===== src/rtl/uart_pkg.sv =====
// Shared UART package.
// Holds the byte width used throughout the UART and the default sizing
// of the receive/transmit buffers so every block agrees on them.
package uart_pkg;

  localparam int UART_DATA_BITS       = 8;
  localparam int UART_FIFO_DEPTH_BITS = 4;
  localparam int UART_TIMEOUT_BITS    = 16;

endpackage : uart_pkg


===== src/rtl/uart_fifo_mem.sv =====
// uart_fifo_mem: 2^ADDR_BITS x DATA_BITS register array for UART buffers.
// Synchronous write, asynchronous read, no reset on the storage.
//
// Ports:
//   i_clk    system clock
//   i_we     write enable, i_wdata stored at i_waddr on the rising edge
//   i_waddr  write address
//   i_wdata  write data
//   i_raddr  read address
//   o_rdata  contents at i_raddr (combinational)
module uart_fifo_mem
  import uart_pkg::*;
#(
  parameter int ADDR_BITS = UART_FIFO_DEPTH_BITS,
  parameter int DATA_BITS = UART_DATA_BITS
) (
  input  logic                 i_clk,
  input  logic                 i_we,
  input  logic [ADDR_BITS-1:0] i_waddr,
  input  logic [DATA_BITS-1:0] i_wdata,
  input  logic [ADDR_BITS-1:0] i_raddr,
  output logic [DATA_BITS-1:0] o_rdata
);

  logic [DATA_BITS-1:0] r_mem [2**ADDR_BITS];

  always_ff @(posedge i_clk) begin
    if (i_we) begin
      r_mem[i_waddr] <= i_wdata;
    end
  end

  assign o_rdata = r_mem[i_raddr];

endmodule : uart_fifo_mem


===== src/rtl/uart_rx_fifo.sv =====
// uart_rx_fifo: first-word-fall-through receive buffer behind the UART
// receiver, with level, threshold, sticky overrun and idle-timeout status.
//
// Ports:
//   clk, rst_n        clock, asynchronous active-low reset
//   rxData            byte from the receiver
//   rxDataAvailable   one-cycle strobe qualifying rxData
//   readEnable        pop request (ignored while empty)
//   flush             discard all stored bytes
//   clearOverrun      clear the sticky overrun flag
//   threshold         level at which thresholdReached asserts (0 = off)
//   timeoutCycles     idle cycles before timeout (0 = off)
//   dataOut           byte at the head, valid while dataValid
//   dataValid         FIFO not empty
//   level             stored byte count, 0..2^DEPTH_BITS
//   full              level == 2^DEPTH_BITS
//   thresholdReached  level >= threshold, threshold != 0
//   overrun           sticky, a byte was dropped
//   timeout           sticky, bytes waiting and the line idle
module uart_rx_fifo
  import uart_pkg::*;
#(
  parameter int DEPTH_BITS   = UART_FIFO_DEPTH_BITS,
  parameter int TIMEOUT_BITS = UART_TIMEOUT_BITS
) (
  input  logic                      clk,
  input  logic                      rst_n,
  input  logic [UART_DATA_BITS-1:0] rxData,
  input  logic                      rxDataAvailable,
  input  logic                      readEnable,
  input  logic                      flush,
  input  logic                      clearOverrun,
  input  logic [DEPTH_BITS:0]       threshold,
  input  logic [TIMEOUT_BITS-1:0]   timeoutCycles,
  output logic [UART_DATA_BITS-1:0] dataOut,
  output logic                      dataValid,
  output logic [DEPTH_BITS:0]       level,
  output logic                      full,
  output logic                      thresholdReached,
  output logic                      overrun,
  output logic                      timeout
);

  // Pointers carry one extra wrap bit so full and empty are distinguishable.
  logic [DEPTH_BITS:0]     r_wptr;
  logic [DEPTH_BITS:0]     r_rptr;
  logic                    r_overrun;
  logic                    r_timeout;
  logic [TIMEOUT_BITS-1:0] r_tcnt;

  logic [DEPTH_BITS:0]     w_level;
  logic                    w_empty;
  logic                    w_full;
  logic                    w_pop;
  logic                    w_push;
  logic                    w_drop;
  logic                    w_we;
  logic                    w_activity;
  logic [TIMEOUT_BITS:0]   w_cnt_next;
  logic                    w_to_hit;

  assign w_level = r_wptr - r_rptr;
  assign w_empty = (r_wptr == r_rptr);
  assign w_full  = (r_wptr[DEPTH_BITS] != r_rptr[DEPTH_BITS]) &&
                   (r_wptr[DEPTH_BITS-1:0] == r_rptr[DEPTH_BITS-1:0]);

  // A simultaneous pop frees the slot, so a push into a full FIFO succeeds.
  assign w_pop  = readEnable & ~w_empty;
  assign w_push = rxDataAvailable & (~w_full | w_pop);
  // A byte swallowed by flush is discarded silently, not counted as overrun.
  assign w_drop = rxDataAvailable & w_full & ~w_pop & ~flush;
  assign w_we   = w_push & ~flush;

  assign w_activity = w_push | w_pop | flush;

  // Compare counter+1 one bit wider so a saturated counter never wraps to a match.
  assign w_cnt_next = {1'b0, r_tcnt} + {{TIMEOUT_BITS{1'b0}}, 1'b1};
  assign w_to_hit   = (timeoutCycles != '0) && (w_cnt_next == {1'b0, timeoutCycles});

  uart_fifo_mem #(
    .ADDR_BITS (DEPTH_BITS),
    .DATA_BITS (UART_DATA_BITS)
  ) u_mem (
    .i_clk   (clk),
    .i_we    (w_we),
    .i_waddr (r_wptr[DEPTH_BITS-1:0]),
    .i_wdata (rxData),
    .i_raddr (r_rptr[DEPTH_BITS-1:0]),
    .o_rdata (dataOut)
  );

  always_ff @(posedge clk or negedge rst_n) begin
    if (!rst_n) begin
      r_wptr <= '0;
      r_rptr <= '0;
    end else if (flush) begin
      // Collapse onto the read pointer; stored bytes become unreachable.
      r_wptr <= r_rptr;
    end else begin
      if (w_push) r_wptr <= r_wptr + 1'b1;
      if (w_pop)  r_rptr <= r_rptr + 1'b1;
    end
  end

  // Set wins over a same-cycle clear so a drop is never lost.
  always_ff @(posedge clk or negedge rst_n) begin
    if (!rst_n) begin
      r_overrun <= 1'b0;
    end else if (w_drop) begin
      r_overrun <= 1'b1;
    end else if (clearOverrun) begin
      r_overrun <= 1'b0;
    end
  end

  always_ff @(posedge clk or negedge rst_n) begin
    if (!rst_n) begin
      r_tcnt    <= '0;
      r_timeout <= 1'b0;
    end else begin
      if (w_activity || w_empty) begin
        r_tcnt <= '0;
      end else if (r_tcnt != {TIMEOUT_BITS{1'b1}}) begin
        r_tcnt <= r_tcnt + 1'b1;
      end

      if (w_activity) begin
        r_timeout <= 1'b0;
      end else if (!w_empty && w_to_hit) begin
        r_timeout <= 1'b1;
      end
    end
  end

  assign dataValid        = ~w_empty;
  assign level            = w_level;
  assign full             = w_full;
  assign thresholdReached = (threshold != '0) && (w_level >= threshold);
  assign overrun          = r_overrun;
  assign timeout          = r_timeout;

endmodule : uart_rx_fifo


===== config.mk =====
export PLATFORM = sky130hd
export DESIGN_NAME = uart_rx_fifo
export DESIGN_NICKNAME = d
export VERILOG_FILES = /design/src/rtl/uart_pkg.sv /design/src/rtl/uart_fifo_mem.sv /design/src/rtl/uart_rx_fifo.sv
export SDC_FILE = /design/constraint.sdc
export NUM_CORES = 1
export LEC_CHECK = 0
export ABC_AREA = 1
export CORE_MARGIN = 2
export CORE_UTILIZATION = 55
export CTS_CLUSTER_DIAMETER = 30
export DETAILED_ROUTE_END_ITERATION = 10
export PLACE_DENSITY = 0.79
export SYNTH_ARGS = -nofsm -noshare
export SYNTH_HDL_FRONTEND = slang
export SYNTH_SLANG_ARGS = --single-unit

===== constraint.sdc =====
create_clock -name clk -period 3.4 [get_ports clk]
set_input_delay 0.68 -clock clk [delete_from_list [all_inputs] [get_ports clk]]
set_output_delay 0.68 -clock clk [all_outputs]
set_load 0.01 [all_outputs]

==> metrics.txt <==
cell taking the most area after synthesis edfxtp_1; outcome complete, no violations; ys async rst share 17.95%; Worst-path clk slew 0.06 ns; Fmax 305.2 MHz; Antenna diodes 0; Synth Area per Inst 10.40 µm²; Max Cap Violations 0; die width 119.5 µm; Worst setup EP type output port; layout cells sized above 1 12.47%; Placer Congestion 0.8791; area of the multi-input gates 2474 µm²; Synth Area in Simple Gates 17.84%; RR Startpoint r_wptr[3]$_DFFE_PN0P_; r2r worst-path depth 12; Worst EP arrival 2.60 ns; Seq/Total Area, Yosys 61.90%; DRC 0; Hold Crit Start r_rptr[4]$_DFFE_PN0P_; First DRT Iteration DRCs 602; fill count 945; CTS max path bufs 2; crit path max fanout 37; port bufs 52; syn_nets 757; first-pass GRT wire length 27,790 µm; Hold Path Stages 1; Post-Synth XOR/XNOR Area 1.875%; FF+latch count, synth 156; main combinational cell family by area after synthesis simple AND/OR/NAND/NOR gates; global route overflow 0; dpl cells 936; clock power share 26.7%; Initial Util 55.89%; post-synthesis cell type count 38; internal power 4.354 mW; ys flop type edfxtp_1; worst r2r dst u_mem.r_mem[7][3]$_DFFE_PP_; Core ar. 13,140 µm²; startpoint type of the worst setup path register; mapped cell area 7342 µm²; initial antenna violation count 0; Worst Clk Skew 0.009951 ns; vias in the first global route 5,452; H-tree levels 4; critical path class register to output port; via density per instance 5.795; Die ar. 14,290 µm²; Worst R2R Setup Slack 0.58 ns; setup TNS 0 ns; CTS Sinks 156; min Tclk post-route 3.276 ns; max-slew violation count 0; setup slack at placement 0.1185 ns; PD cells 771.7 nW/µm²; CTS tree built; area grow syn2layout 20.47%; gr usage total 25.40%; clock root cell clkbuf_16; post-route insts no fill 970; post-synthesis adder-cell area fraction 2.829%; top-area cell type share of the netlist area 52.35%; Die Height 119.5 µm; later-pin clock latency in the skew report 0.43 ns; final hold violations 0; Logic pwr share 40.1%; hold-fix buffer count after cts 0; Hold Path Class register to register; via count 5,621; Switch Pwr 2.471 mW; Slew headroom 35.90%; Seq pwr share 33.2%; IO Pins 53; hold endpoint r_rptr[4]$_DFFE_PN0P_; register area 4546 µm²; FP Rows 42; Routed WL 17,250 µm; endpoints failing setup 0; fin util 67.32%; RSZ-0062 raised after global routing false; Worst IR Drop VDD 0.3595 mV; Synth Instances 706; pin count of the biggest net entering global routing 46; critical path required time 2.72 ns; fin crit share 96.36%; Nets 832; switching share of total power 36.21%; largest cells by area after synthesis edfxtp_1, dfrtp_1, nand2_1, nor2_1, o21ai_0; slew of the pin with the lowest slew margin 0.9585 ns; DP HPWL 11,120 µm; TritonCTS Buffers 17; number of synthesized flops with an enable pin 128; post-synthesis mux area share 0%; Compound-Gate Fraction of Synth Area 10.97%; Pre-antenna DRT Iters 5; Static Leakage 3.344 nW; yosys warns 0; setup ws final 0.1236 ns; Antenna Violating Nets Remaining 0; wire per inst 17.78 µm
sequential cells by signal, indices dropped and copies added, names as in the netlist:
register,count
r_tcnt,16
overrun,1
u_mem.r_mem,128
r_rptr,5
timeout,1
r_wptr,5
placed cells by master, fill, tap and decap left out, drive strengths merged:
| master | count |
|---|---|
| edfxtp | 128 |
| nand2 | 124 |
| nor2 | 113 |
| o21ai | 68 |
| inv | 68 |
| nand3 | 51 |
| clkdlybuf4s50 | 47 |
| dfrtp | 28 |
| buf | 28 |
| o22ai | 21 |
| clkbuf | 19 |
| o221ai | 16 |
| ha | 15 |
| a21oi | 13 |
| xor2 | 11 |
| a31oi | 7 |
| nand4 | 5 |
| clkinv | 5 |
| o211ai | 4 |
| nand3b | 4 |
| dlymetal6s2s | 4 |
| clkinvlp | 3 |
| nor3 | 2 |
| xnor2 | 2 |
| nor4 | 1 |
| o21bai | 1 |
| a21o | 1 |
| a211oi | 1 |
| xor3 | 1 |
| a221oi | 1 |
| fa | 1 |
| bufinv | 1 |
cells by family (layout without fill, tap and decap cells):
logic type / after synthesis / count (layout)
AO/OA/AOI/OAI: 133 / 133
XOR/XNOR: 14 / 14
adder cells (fa/ha/maj): 16 / 16
buffers and inverters: 87 / 175
flip-flops: 156 / 156
AND/OR/NAND/NOR: 300 / 300
worst max-delay path, cell delays in order, from the launching register on:
cell and delay [ns]:
dfrtp_2 0.42, buf_12 0.17, clkinvlp_4 0.14, buf_12 0.17
o21ai_0 0.09, o221ai_1 0.25, nand3_1 0.19, nand3_1 0.15
clkdlybuf4s50_1 0.55
power groups by stage:
stage | Sequential (mW) | Clock, mW | Combinational [mW]
global route | 2.28 | 1.93 | 3.00
floorplan | 2.30 | 0 | 1.50
detailed placement | 2.30 | 0 | 2.59
finish | 2.27 | 1.82 | 2.73
CTS | 2.26 | 1.86 | 2.65
global placement | 2.29 | 0 | 2.51
area by class of cell:
cell class | instances | area share, %
Tap cell | 176 | 2.490
Inverter | 62 | 2.674
Clock inverter | 15 | 1.698
Timing Repair Buffer | 81 | 8.969
Sequential cell | 156 | 51.39
Multi-Input combinational cell | 463 | 27.97
Clock buffer | 17 | 4.810
how the worst max path moves through the flow:
stage | to | cells after the start | start | slack, ns
after floorplan | thresholdReached | 8 | r_rptr[1]$_DFFE_PN0P_ | 0.46
after global placement | thresholdReached | 9 | threshold[1] | 0.21
after detailed placement | thresholdReached | 10 | r_wptr[0]$_DFFE_PN0P_ | 0.12
after CTS | thresholdReached | 11 | r_wptr[0]$_DFFE_PN0P_ | 0.01
after global routing | thresholdReached | 10 | r_wptr[0]$_DFFE_PN0P_ | 0.01
final | dataOut[0] | 8 | r_rptr[0]$_DFFE_PN0P_ | 0.12
synthesized netlist by cell type (2+ instances only):
cell type and instances:
edfxtp_1 128, nand2_1 113, nor2_1 103, o21ai_0 66
inv_1 58, nand3_1 48, dfrtp_1 28, clkbuf_1 22
o22ai_1 21, o221ai_1 16, ha_1 15, a21oi_1 11
nand2_2 11, xor2_1 11, nor2_2 6, a31oi_1 5
nand4_1 5, nand3b_1 4, nor2_4 4, o211ai_1 4
inv_2 3, nand3_2 3, a21oi_2 2, a31oi_2 2
buf_2 2, nor3_1 2, xnor2_1 2
timing repair:
| action | 4_1_cts | 5_1_grt |
|---|---|---|
| cloned | 0 | 1 |
| pin swaps | 1 | 6 |
| buffers inserted | 1 | 0 |
| gates resized for setup | 7 | 10 |
| setup endpoints to repair | 6 | 10 |
metrics by stage:
| stage | power, mW | cell area, µm² | hold slack (ns) |
|---|---|---|---|
| 6_report | 6.826 | 8845 | 0.5236 |
| 5_1_grt | 7.210 | 8845 | 0.5422 |
| 4_1_cts | 6.767 | 8797 | 0.5173 |
| 3_5_place_dp | 4.890 | 8195 | 0.5056 |
| 3_3_place_gp | 4.801 | 8195 | 0.5072 |
| 2_1_floorplan | 3.805 | 7342 | 0.3844 |
routing by layer:
metal	up-vias	GRT usage, %	share of wire (%)
met5	-	0	0
met4	0	10.15	2.3
met3	41	5.086	6.4
met2	251	41.18	50
met1	2703	33.95	42
li1	2626	-	-
Note: power is estimated with default switching activity, not from simulation.
